### src/rtl/otter_pkg.sv
// Shared encodings for the PC/branch unit: opcodes, branch func3 values and FSM states.
package otter_pkg;

    localparam logic [6:0] OP_BRANCH = 7'b1100011;
    localparam logic [6:0] OP_JAL    = 7'b1101111;
    localparam logic [6:0] OP_JALR   = 7'b1100111;
    localparam logic [6:0] OP_SYSTEM = 7'b1110011;

    localparam logic [2:0] F3_BEQ  = 3'b000;
    localparam logic [2:0] F3_BNE  = 3'b001;
    localparam logic [2:0] F3_BLT  = 3'b100;
    localparam logic [2:0] F3_BGE  = 3'b101;
    localparam logic [2:0] F3_BLTU = 3'b110;
    localparam logic [2:0] F3_BGEU = 3'b111;
    localparam logic [2:0] F3_MRET = 3'b000;

    typedef enum logic [1:0] {
        ST_BOOT  = 2'd0,
        ST_FETCH = 2'd1,
        ST_EXEC  = 2'd2
    } state_t;

    function automatic logic misaligned(input logic [31:0] addr);
        return addr[1:0] != 2'b00;
    endfunction

endpackage

### src/rtl/branch_resolve.sv
// Pure combinational decision of a conditional branch from func3 and the rs1/rs2 compare flags.
module branch_resolve
    import otter_pkg::*;
(
    input  logic [2:0] func3,
    input  logic       br_eq,
    input  logic       br_lt,
    input  logic       br_ltu,
    output logic       take,
    output logic       illegal
);

    always_comb begin
        // NOTE: defaults first so every path assigns both outputs and no latch is inferred.
        take    = 1'b0;
        illegal = 1'b0;
        case (func3)
            F3_BEQ:  take = br_eq;
            F3_BNE:  take = !br_eq;
            F3_BLT:  take = br_lt;
            F3_BGE:  take = !br_lt;
            F3_BLTU: take = br_ltu;
            F3_BGEU: take = !br_ltu;
            default: illegal = 1'b1;
        endcase
    end

endmodule

### src/rtl/pc_branch_unit.sv
// Program counter, fetch/exec sequencing and next-PC selection (branches, jumps, MRET, traps).
module pc_branch_unit
    import otter_pkg::*;
#(
    parameter logic [31:0] RESET_PC = 32'h0000_0000,
    parameter int          CNT_W    = 16
) (
    input  logic             CLK,
    input  logic             RST,
    input  logic [6:0]       ir_opcode,
    input  logic [2:0]       ir_func3,
    input  logic             br_eq,
    input  logic             br_lt,
    input  logic             br_ltu,
    input  logic [31:0]      branch_tgt,
    input  logic [31:0]      jal_tgt,
    input  logic [31:0]      jalr_tgt,
    input  logic [31:0]      mtvec,
    input  logic [31:0]      mepc,
    input  logic             intr_pend,
    input  logic             exec_done,
    output logic             fetch_req,
    input  logic             fetch_ack,
    output logic [31:0]      pc,
    output logic [31:0]      pc_plus4,
    output logic             taken,
    output logic             trap,
    output logic             misalign,
    output logic             illegal_br,
    output logic [CNT_W-1:0] taken_cnt
);

    state_t             state_q, state_d;
    logic [31:0]        pc_q, pc_d;
    logic [CNT_W-1:0]   cnt_q, cnt_d;

    logic        br_take, br_illegal;
    logic        is_exec, is_br, is_jal, is_jalr, is_mret, retire;
    logic        ctrl_xfer, mis_sel;
    logic [31:0] xfer_tgt, next_pc;

    // JALR clears bit 0 of its target, so that input bit never matters.
    logic jalr_lsb_unused;
    assign jalr_lsb_unused = jalr_tgt[0];

    branch_resolve u_branch_resolve (
        .func3   (ir_func3),
        .br_eq   (br_eq),
        .br_lt   (br_lt),
        .br_ltu  (br_ltu),
        .take    (br_take),
        .illegal (br_illegal)
    );

    assign is_exec = (state_q == ST_EXEC);
    assign is_br   = (ir_opcode == OP_BRANCH);
    assign is_jal  = (ir_opcode == OP_JAL);
    assign is_jalr = (ir_opcode == OP_JALR);
    assign is_mret = (ir_opcode == OP_SYSTEM) && (ir_func3 == F3_MRET);
    assign retire  = is_exec && exec_done;

    assign pc         = pc_q;
    assign pc_plus4   = pc_q + 32'd4;
    assign taken_cnt  = cnt_q;
    assign fetch_req  = (state_q == ST_FETCH);
    assign taken      = is_exec && ((is_br && br_take) || is_jal || is_jalr);
    assign illegal_br = is_exec && is_br && br_illegal;
    assign misalign   = retire && mis_sel;
    assign trap       = retire && (intr_pend || mis_sel);

    // Control-transfer target first, then the interrupt/MRET/misalign overrides on top of it.
    always_comb begin
        xfer_tgt  = pc_plus4;
        ctrl_xfer = 1'b0;
        if (is_jalr) begin
            xfer_tgt  = {jalr_tgt[31:1], 1'b0};
            ctrl_xfer = 1'b1;
        end else if (is_jal) begin
            xfer_tgt  = jal_tgt;
            ctrl_xfer = 1'b1;
        end else if (is_br && br_take) begin
            xfer_tgt  = branch_tgt;
            ctrl_xfer = 1'b1;
        end

        next_pc = xfer_tgt;
        mis_sel = 1'b0;
        if (intr_pend) begin
            next_pc = mtvec;
        end else if (is_mret) begin
            next_pc = mepc;
        end else if (ctrl_xfer && misaligned(xfer_tgt)) begin
            next_pc = mtvec;
            mis_sel = 1'b1;
        end
    end

    always_comb begin
        state_d = state_q;
        pc_d    = pc_q;
        cnt_d   = cnt_q;
        case (state_q)
            ST_BOOT:  state_d = ST_FETCH;
            ST_FETCH: if (fetch_ack) state_d = ST_EXEC;
            ST_EXEC: begin
                if (exec_done) begin
                    state_d = ST_FETCH;
                    pc_d    = next_pc;
                    if (taken && !(&cnt_q)) cnt_d = cnt_q + CNT_W'(1);
                end
            end
            default:  state_d = ST_BOOT;
        endcase
    end

    always_ff @(posedge CLK) begin
        // NOTE: non-blocking assignments keep every register sampling pre-edge values.
        if (RST) begin
            state_q <= ST_BOOT;
            pc_q    <= RESET_PC;
            cnt_q   <= '0;
        end else begin
            state_q <= state_d;
            pc_q    <= pc_d;
            cnt_q   <= cnt_d;
        end
    end

endmodule

### config.mk
export PLATFORM = sky130hd
export DESIGN_NAME = pc_branch_unit
export DESIGN_NICKNAME = d
export VERILOG_FILES = /design/src/rtl/otter_pkg.sv /design/src/rtl/branch_resolve.sv /design/src/rtl/pc_branch_unit.sv
export SDC_FILE = /design/constraint.sdc
export NUM_CORES = 1
export LEC_CHECK = 0
export BUFFER_PORTS_ARGS = -buffer_cell sky130_fd_sc_hd__buf_2
export CORE_MARGIN = 8
export CORE_UTILIZATION = 45
export CTS_BUF_LIST = sky130_fd_sc_hd__clkbuf_8 sky130_fd_sc_hd__clkbuf_16
export CTS_CLUSTER_DIAMETER = 80
export DETAILED_ROUTE_END_ITERATION = 6
export PLACE_DENSITY = 0.87
export SLEW_MARGIN = 20
export SYNTH_ARGS = -nofsm -noshare
export SYNTH_HDL_FRONTEND = slang
export SYNTH_HIERARCHICAL = 1
export SYNTH_SLANG_ARGS = --single-unit
### constraint.sdc
create_clock -name CLK -period 3.3 [get_ports CLK]
set_input_delay 0.825 -clock CLK [delete_from_list [all_inputs] [get_ports CLK]]
set_output_delay 0.825 -clock CLK [all_outputs]
set_load 0.005 [all_outputs]
==> results.txt, run 1 <==
Status: completed
Met2 wire length: 9650 um
DRT Pass-1 Iters: 7
CTS Root Cell: clkbuf_8
Synth top area share: 0.226
RSZ-0062 raised after global routing: false
Total Wirelength: 20600 um
Routed wire per std cell: 21.4 um
Leakage: 0.00288 uW
Mapped Cells: 568
Seq/Total Area, Yosys: 0.226
Fillers: 891
Initial antenna violation count: 5
Setup Viol. Count Final: 0
Layout cells sized above 1: 0.400
Int Power: 937 uW
Top post-synthesis cells by count: nor2_1, nand2_1, dfxtp_1
I/O pins: 263
Worst skew pair latency: 0.31 ns
Routed Antenna Nets: 0
Grt ovf: 0
CP max stage cell: nor4_4
Setup crit end kind: output pin
Endpoints failing hold: 0
DR iter-0 viols: 656
Post-Layout Inst Area: 6070 um2
Slew @ Worst Pin: 0.908 ns
Met3 WL: 2570 um
DP HPWL: 16400 um
Mapped Area: 4420 um2
P&R area growth vs syn: 37.2%
Initial core utilization: 0.459
Critical Path Fanout Max: 10
Pwr Density: 220 nW/um2
Count of cell types in the netlist: 76
#FFs+latches synth: 50
Die X-Extent: 115 um
Placed Area: 5970 um2
Nets: 1009
Setup TNS: 0 ns
CP arrival: 2.35 ns
Part of the power in registers: 0.470
Critical Path Start Type: flip-flop
Clock transition at path regs: 0.10 ns
Die area: 13300 um2
YS warnings: 6
Clock sinks: 50
H-tree depth: 2
Port Buf Inserts: 261
Die span in y: 115 um
Leading post-synthesis cells by cell area: dfxtp_1, a221oi_1, nor2_1, nand2_1, xnor2_1
Synth Net Count: 748
First-pass GRT wire length: 30400 um
Final GP Congestion: 0.915
Postcts setup bufs: 0
Largest net degree at the start of global routing: 33
Slew HR: 0.393
Crit path kind: reg2out
Hold buffers post-CTS: 0
Main synth FF type: dfxtp_1
Num CTS Buffers: 5
Switch Pwr: 398 uW
Clock skew: 0.0147 ns
Syn avg cell area: 7.78 um2
EDFF count, synth: 0
Min Tclk post-route: 3.17 ns
Row cnt: 36
Slew Viols, Final: 0
Vias per inst: 6.19
Worst vdd ir: 160 uV
Asr flop ratio synth: 0
Crit-path cells: nand4_4 -> nor4_4 -> nand4_1 -> xnor2_2 -> buf_2
Remaining DRCs: 0
M1 WL: 7480 um
Largest area contributor in the netlist: dfxtp_1
Sw Share: 0.298
PostCTS Resize Cnt: 0
Combinational fraction of design power: 0.239
GRT Total Usage: 0.293
Max-cap violations: 0
CTS tree: built
Req. time, crit path: 2.47 ns
Max Used Layer: met5
Vias in the first global route: 5861
Final worst-path cycle share: 0.962
Clock share of power: 0.292
Via count: 5969
Count leader, synth: nor2_1
CORE AREA: 9640 um2
CTS max path bufs: 2
Maximum clock frequency: 315 MHz
Slowest cell delay on critical path: 0.70 ns
Worst hold path type: reg2reg
[registers in the layout, summed over array words and instances, names as in the netlist]
name and flops:
state_q 2, taken_cnt 16, pc 32
[power by group through the flow]
stage / clock, uW / combinational, uW / sequential (uW)
final: 389 / 319 / 627
after CTS: 393 / 314 / 626
after detailed placement: 0 / 313 / 640
after floorplan: 0 / 133 / 638
after global placement: 0 / 308 / 640
after global routing: 415 / 343 / 629
[critical path, delay by kind of cell, from the launching register on]
family | cells | cell delay, ns
xor+xnor | 1 | 0.23
buf+inv | 1 | 0.16
flops | 1 | 0.48
simple gates | 3 | 1.16
[stage by stage]
step | setup WS (ns) | hold WS (ns) | util | cells | power [uW]
final | 0.125 | 0.539 | 0.630 | 965 | 1330
after global routing | 0.00554 | 0.591 | 0.630 | 965 | 1390
after CTS | 0.122 | 0.536 | 0.629 | 963 | 1330
after global placement | 0.194 | 0.504 | 0.620 | 955 | 948
after detailed placement | 0.200 | 0.521 | 0.620 | 955 | 953
after floorplan | 0.261 | 0.508 | - | 568 | 772
[kinds of logic after synthesis]
kind of cell | synth area share
AOI/OAI and AO/OA | 0.273
DFF | 0.226
xor gates and xnor gates | 0.0939
buffers and inverters | 0.0501
adders and majority gates | 0.00566
muxes | 0.0535
and+or+nand+nor | 0.297
[layout make-up]
type	count	area, um2	share of cell area
Inverter	7	26.3	0.00433
Multi-Input combinational cell	468	3200	0.528
Antenna cell	2	5.00	0.000825
Tap cell	133	166	0.0274
Clock inverter	2	8.76	0.00144
Clock buffer	6	82.6	0.0136
Sequential cell	50	1000	0.165
Timing Repair Buffer	297	1580	0.260
[cells in the final DEF, fill, tap and decap left out, drive strengths merged, types with 3 or more instances in the layout]
cell type,instances
a211oi,8
a21o,5
a21oi,13
a221o,5
a221oi,28
a222oi,3
a22oi,5
a311oi,4
a32oi,4
and2,7
and3,8
and4,6
buf,297
clkbuf,6
dfxtp,50
inv,8
mux2,5
mux2i,18
nand2,51
nand2b,8
nand3,28
nand4,16
nor2,55
nor2b,7
nor3,20
nor4,7
nor4b,3
o211ai,5
o21a,8
o21ai,36
o21bai,3
o221ai,3
o22ai,10
o31ai,4
o32ai,5
or3,12
xnor2,25
xor2,19
[per-layer routing]
layer,up-vias,GRT usage
met5,-,0
met4,6,0.162
met3,80,0.0893
met2,450,0.481
met1,2740,0.334
li1,2693,-
[path summary, 6_finish.rpt]
path                      startpoint             endpoint  slack [ns]  cells past startpoint
setup / recovery  pc[8]$_SDFFE_PP0P_         pc_plus4[17]        0.13                      5
hold / removal    pc[0]$_SDFFE_PP0P_   pc[0]$_SDFFE_PP0P_        0.54                      2
setup reg to reg  pc[8]$_SDFFE_PP0P_  pc[31]$_SDFFE_PP0P_        0.90                      6
hold reg to reg   pc[0]$_SDFFE_PP0P_   pc[0]$_SDFFE_PP0P_        0.54                      2
(Power assumes the default switching activity.)
==> inputs of run 2 (changes only) <==
CELL_PAD_IN_SITES_DETAIL_PLACEMENT = 1   (was not set)
CELL_PAD_IN_SITES_GLOBAL_PLACEMENT = 1   (was not set)
CORE_UTILIZATION = 30   (was 45)
PLACE_DENSITY = 0.85   (was 0.87)
==> run 2 against run 1 <==
  * Flip-flop and latch count is the same
  * Worst setup slack better by 0.067 ns
  * Critical path depth grew 4
  * Sequential power barely moved
  * Core utilization down 20 points
  * Final area is 3.1% higher
  * Cell count increased by 6.0%
  * Non-clock buffer count is 1 higher
  * Total power rose by 13%
  * Global-route usage decreased by 4.8 points
  * Via count fell by 1.2%
  * Hold slack improved by 0.0066 ns
  * Critical endpoint is now trap
  * Largest cell class unchanged
  * Largest power group unchanged
==> results.txt, run 2 (synthesized netlist as in run 1, its figures left out) <==
Vias in the first global route: 6290
GRT Total Usage: 0.245
Remaining DRCs: 0
Pwr Density: 241 nW/um2
Layout cells sized above 1: 0.402
CP arrival: 2.28 ns
Power Total: 1510 uW
Final worst-path cycle share: 0.942
Placed Instances: 1007
DR iter-0 viols: 380
Hold EP: pc[0]$_SDFFE_PP0P_
Routed Antenna Nets: 0
Setup ws final: 0.192 ns
Die span in y: 137 um
Initial core utilization: 0.305
CTS max path bufs: 2
Setup Viol. Count Final: 0
Die area: 18900 um2
DP HPWL: 19500 um
Slew @ Worst Pin: 0.581 ns
Top Family by Delay on Critical Path: simple AND/OR/NAND/NOR gates
Maximum clock frequency: 322 MHz
RR Startpoint: pc[5]$_SDFFE_PP0P_
Largest net degree at the start of global routing: 26
Clock sinks: 50
CTS tree: built
Port Buf Inserts: 261
R2R depth: 7
Critical Path Start Type: primary input
Hold path start: pc[0]$_SDFFE_PP0P_
CP Launch Point: ir_func3[1]
Req. time, crit path: 2.47 ns
Commonest non-fill, non-tap cell in the layout: buf_2
CP max stage cell: or2_4
Vias per inst: 5.76
Slowest cell delay on critical path: 0.28 ns
Setup crit end kind: output pin
Critical Path Fanout Max: 5
WHS Path Cells: 2
First-pass GRT wire length: 35100 um
Min Tclk post-route: 3.11 ns
Postcts setup bufs: 0
Max-cap violations: 0
Clock skew: 0.00831 ns
Slew Viols, Final: 0
Worst hold path type: reg2reg
Status: completed
CORE AREA: 14500 um2
Slew HR: 0.612
FF-to-FF setup slack: 1.03 ns
Routed wire per std cell: 23.7 um
P&R area growth vs syn: 41.5%
Die X-Extent: 137 um
Reg-to-Reg End: pc[28]$_SDFFE_PP0P_
Met1 Resource Use GR: 0.266
DP Worst Slack: 0.117 ns
Num CTS Buffers: 5
Leakage: 0.00292 uW
Nets: 1010
Non-Filler Instances: 1023
Total Wirelength: 24200 um
DRT Pass-1 Iters: 7
Worst skew pair latency: 0.30 ns
Initial antenna violation count: 13
Endpoints failing hold: 0
H-tree depth: 2
Max FFs per register: 32
Commonest cells after routing, fill and taps aside: buf_2, nor2_1, nand2_1
Buf+Inv Stages, Crit Path: 2
Fillers: 1861
Via count: 5897
CTS Root Cell: clkbuf_16
Final GP Congestion: 0.885
Row cnt: 44
Met2 Use GR: 0.429
Crit-path cells: buf_2 -> mux2i_1 -> xnor2_1 -> a21o_1 -> nand2b_1 -> or2_4 -> o21a_1 -> nor2_1 -> buf_2
Grt ovf: 0
I/O pins: 263
Crit path kind: in2out
Met3 GRT Util: 0.0788
GRT Max-Usage Layer: met2
Clock transition at path regs: 0.07 ns
Most prevalent standard cell on the critical path: buf_2
Worst vdd ir: 235 uV
[run 2: worst max path at each step]
stage,endpoint,depth (start not counted),slack (ns)
2_1_floorplan,misalign,8,0.26
3_3_place_gp,trap,9,0.12
3_5_place_dp,trap,9,0.12
4_1_cts,trap,9,0.11
5_1_grt,taken,8,-0.007
6_report,trap,9,0.19
[run 2: cell type report]
class	count	area [um2]	share of cell area
Antenna cell	8	20.0	0.00320
Clock buffer	6	139	0.0222
Clock inverter	2	8.76	0.00140
Inverter	7	26.3	0.00420
Multi-Input combinational cell	468	3210	0.513
Sequential cell	50	1000	0.160
Tap cell	184	230	0.0368
Timing Repair Buffer	298	1620	0.259
[run 2: stage by stage]
stage	hold WS [ns]	instance area (um2)	setup TNS [ns]	utilization
global placement	0.507	6080	0	0.420
CTS	0.550	6230	0	0.430
detailed placement	0.534	6080	0	0.420
floorplan	0.508	4420	0	-
finish	0.546	6260	0	0.432
global route	0.571	6250	-0.00676	0.432
[run 2: layer usage]
layer  vias to the layer above  wire length [um]
li1                       2700                 -
met1                      2828              9090
met2                       306             11900
met3                        51              2570
met4                        12               590
met5                         -                66
[run 2: timing repair]
| action | in CTS | in global routing |
|---|---|---|
| setup endpoints to repair | 0 | 3 |
| hold buffers | 0 | 0 |
| gates resized for setup | 0 | 2 |
| hold endpoints to repair | 0 | 0 |
[run 2: worst reg2reg max path: cells and delay by family (launching register included)]
kind / cells / cell delay, ns
compound gates: 2 / 0.46
buf+inv: 1 / 0.25
simple gates: 3 / 0.72
xor+xnor: 1 / 0.19
flops: 1 / 0.54
[run 2: power by group]
part,total [uW],internal [uW],switching [uW]
clock network,551,299,252
logic,331,160,170
registers,628,613,15.3
==> inputs of run 3 (changes only) <==
CORE_UTILIZATION = 33   (was 30)
PLACE_DENSITY = 0.84   (was 0.85)
clock period = 4 ns   (was 3.3 ns; I/O delays follow)
==> run 3 against run 2 <==
  * Non-clock buffer count fell by 15
  * Clock skew about the same
  * Total power fell by 18%
  * Register-to-register slack better by 0.52 ns
  * Routed wire length shrank 2.7%
  * Final area down 2.8%
  * Worst setup slack gained 0.18 ns
  * Combinational power decreased by 20%
  * Critical path depth did not move
  * Critical endpoint unchanged
  * Largest power group unchanged
==> results.txt, run 3 (synthesized netlist as in run 1, its figures left out) <==
Crit path kind: in2out
Post-Layout Inst Area: 6080 um2
Status: completed
Slew @ Worst Pin: 0.774 ns
Min Tclk post-route: 3.63 ns
CP arrival: 2.63 ns
Worst skew pair latency: 0.30 ns
Num CTS Buffers: 5
Combinational fraction of design power: 0.215
Vias in the first global route: 6275
Remaining DRCs: 0
Routed Antenna Nets: 0
Nets: 995
Switch Pwr: 356 uW
Slowest cell delay on critical path: 0.39 ns
Maximum clock frequency: 276 MHz
CTS tree: built
Die X-Extent: 132 um
PostCTS Resize Cnt: 0
DP HPWL: 18600 um
Area of the multi-input gates: 3200 um2
Worst vdd ir: 120 uV
Req. time, crit path: 3.00 ns
Leakage: 0.00284 uW
Vias per inst: 5.88
Die area: 17400 um2
CORE AREA: 13200 um2
Critical Path Fanout Max: 7
Postcts setup bufs: 0
DRT Pass-1 Iters: 4
Placed Area: 5920 um2
Slew HR: 0.480
CP max stage cell: or2_2
Commonest cells after routing, fill and taps aside: buf_2, nor2_1, nand2_1
Int Power: 878 uW
Clock sinks: 50
WHS Path Cells: 2
Fillers: 1730
Most prevalent standard cell on the critical path: buf_2
Endpoints failing hold: 0
GRT Total Usage: 0.259
Row cnt: 42
Critical Path Start Type: primary input
Final GP Congestion: 0.875
Hold buffers post-CTS: 0
Via count: 5853
Port Buf Inserts: 261
Max FFs per register: 32
Reg area: 1000 um2
CTS Root Cell: clkbuf_16
Sw Share: 0.289
RSZ-0062 raised after global routing: false
Setup crit end kind: output pin
Worst hold path type: reg2reg
Clock transition at path regs: 0.07 ns
Layout cells sized above 1: 0.390
DR iter-0 viols: 363
Clock skew: 0.00849 ns
R2R depth: 6
Max-cap violations: 0
Initial antenna violation count: 5
Initial core utilization: 0.335
Total Wirelength: 23600 um
Setup TNS: 0 ns
Final worst-path cycle share: 0.906
Die span in y: 132 um
Part of the power in registers: 0.420
Clock share of power: 0.366
Commonest non-fill, non-tap cell in the layout: buf_2
Min Hold Slack: 0.524 ns
First-pass GRT wire length: 35700 um
Largest net degree at the start of global routing: 41
Routed wire per std cell: 23.7 um
Setup Viol. Count Final: 0
Grt ovf: 0
CTS max path bufs: 2
Slew Viols, Final: 0
P&R area growth vs syn: 37.5%
H-tree depth: 2
Crit-path cells: buf_2 -> mux2i_1 -> xnor2_1 -> a21o_1 -> nand2b_1 -> or2_2 -> o21a_1 -> nor2_1 -> buf_2
I/O pins: 263
Pwr Density: 203 nW/um2
[run 3: per-stage QoR]
| step | util | cells | setup slack (ns) | power [uW] |
|---|---|---|---|---|
| 4_1_cts | 0.460 | 992 | 0.381 | 1230 |
| 3_5_place_dp | 0.449 | 984 | 0.395 | 792 |
| 6_report | 0.461 | 996 | 0.375 | 1230 |
| 3_3_place_gp | 0.449 | 984 | 0.412 | 787 |
| 5_1_grt | 0.461 | 995 | 0.258 | 1270 |
| 2_1_floorplan | - | 568 | 0.611 | 637 |
[run 3: routing by layer]
metal  up-vias  routed length [um]  part of all wire  track usage
li1       2663                   -                 -            -
met1      2820                8840              0.37        0.278
met2       298               11500              0.49        0.454
met3        68                2230             0.095       0.0873
met4         4                 948             0.040        0.117
met5         -                  18           0.00076            0
[run 3: final cells by class]
cell class | count | area share
Clock inverter | 2 | 0.00144
Tap cell | 176 | 0.0362
Sequential cell | 50 | 0.165
Antenna cell | 4 | 0.00165
Timing Repair Buffer | 283 | 0.242
Inverter | 7 | 0.00432
Multi-Input combinational cell | 468 | 0.527
Clock buffer | 6 | 0.0228
[run 3: path summary, 6_finish.rpt]
path	from	end	slack (ns)
worst max register to register	pc[5]$_SDFFE_PP0P_	pc[24]$_SDFFE_PP0P_	1.55
worst min register to register	pc[0]$_SDFFE_PP0P_	pc[0]$_SDFFE_PP0P_	0.52
worst max-delay path	ir_func3[1]	trap	0.37
worst min-delay path	pc[0]$_SDFFE_PP0P_	pc[0]$_SDFFE_PP0P_	0.52
[run 3: power by group through the flow]
stage,Clock [uW],Sequential (uW),Combinational [uW]
2_1_floorplan,0,527,110
3_5_place_dp,0,529,262
5_1_grt,468,519,286
3_3_place_gp,0,529,258
6_report,452,518,265
4_1_cts,453,518,264
[run 3: critical path: cells and delay by family]
family          cells  cell delay, ns
buf+inv             2            0.26
xor+xnor            1            0.14
simple gates        3            0.65
compound gates      2            0.36
mux                 1            0.22
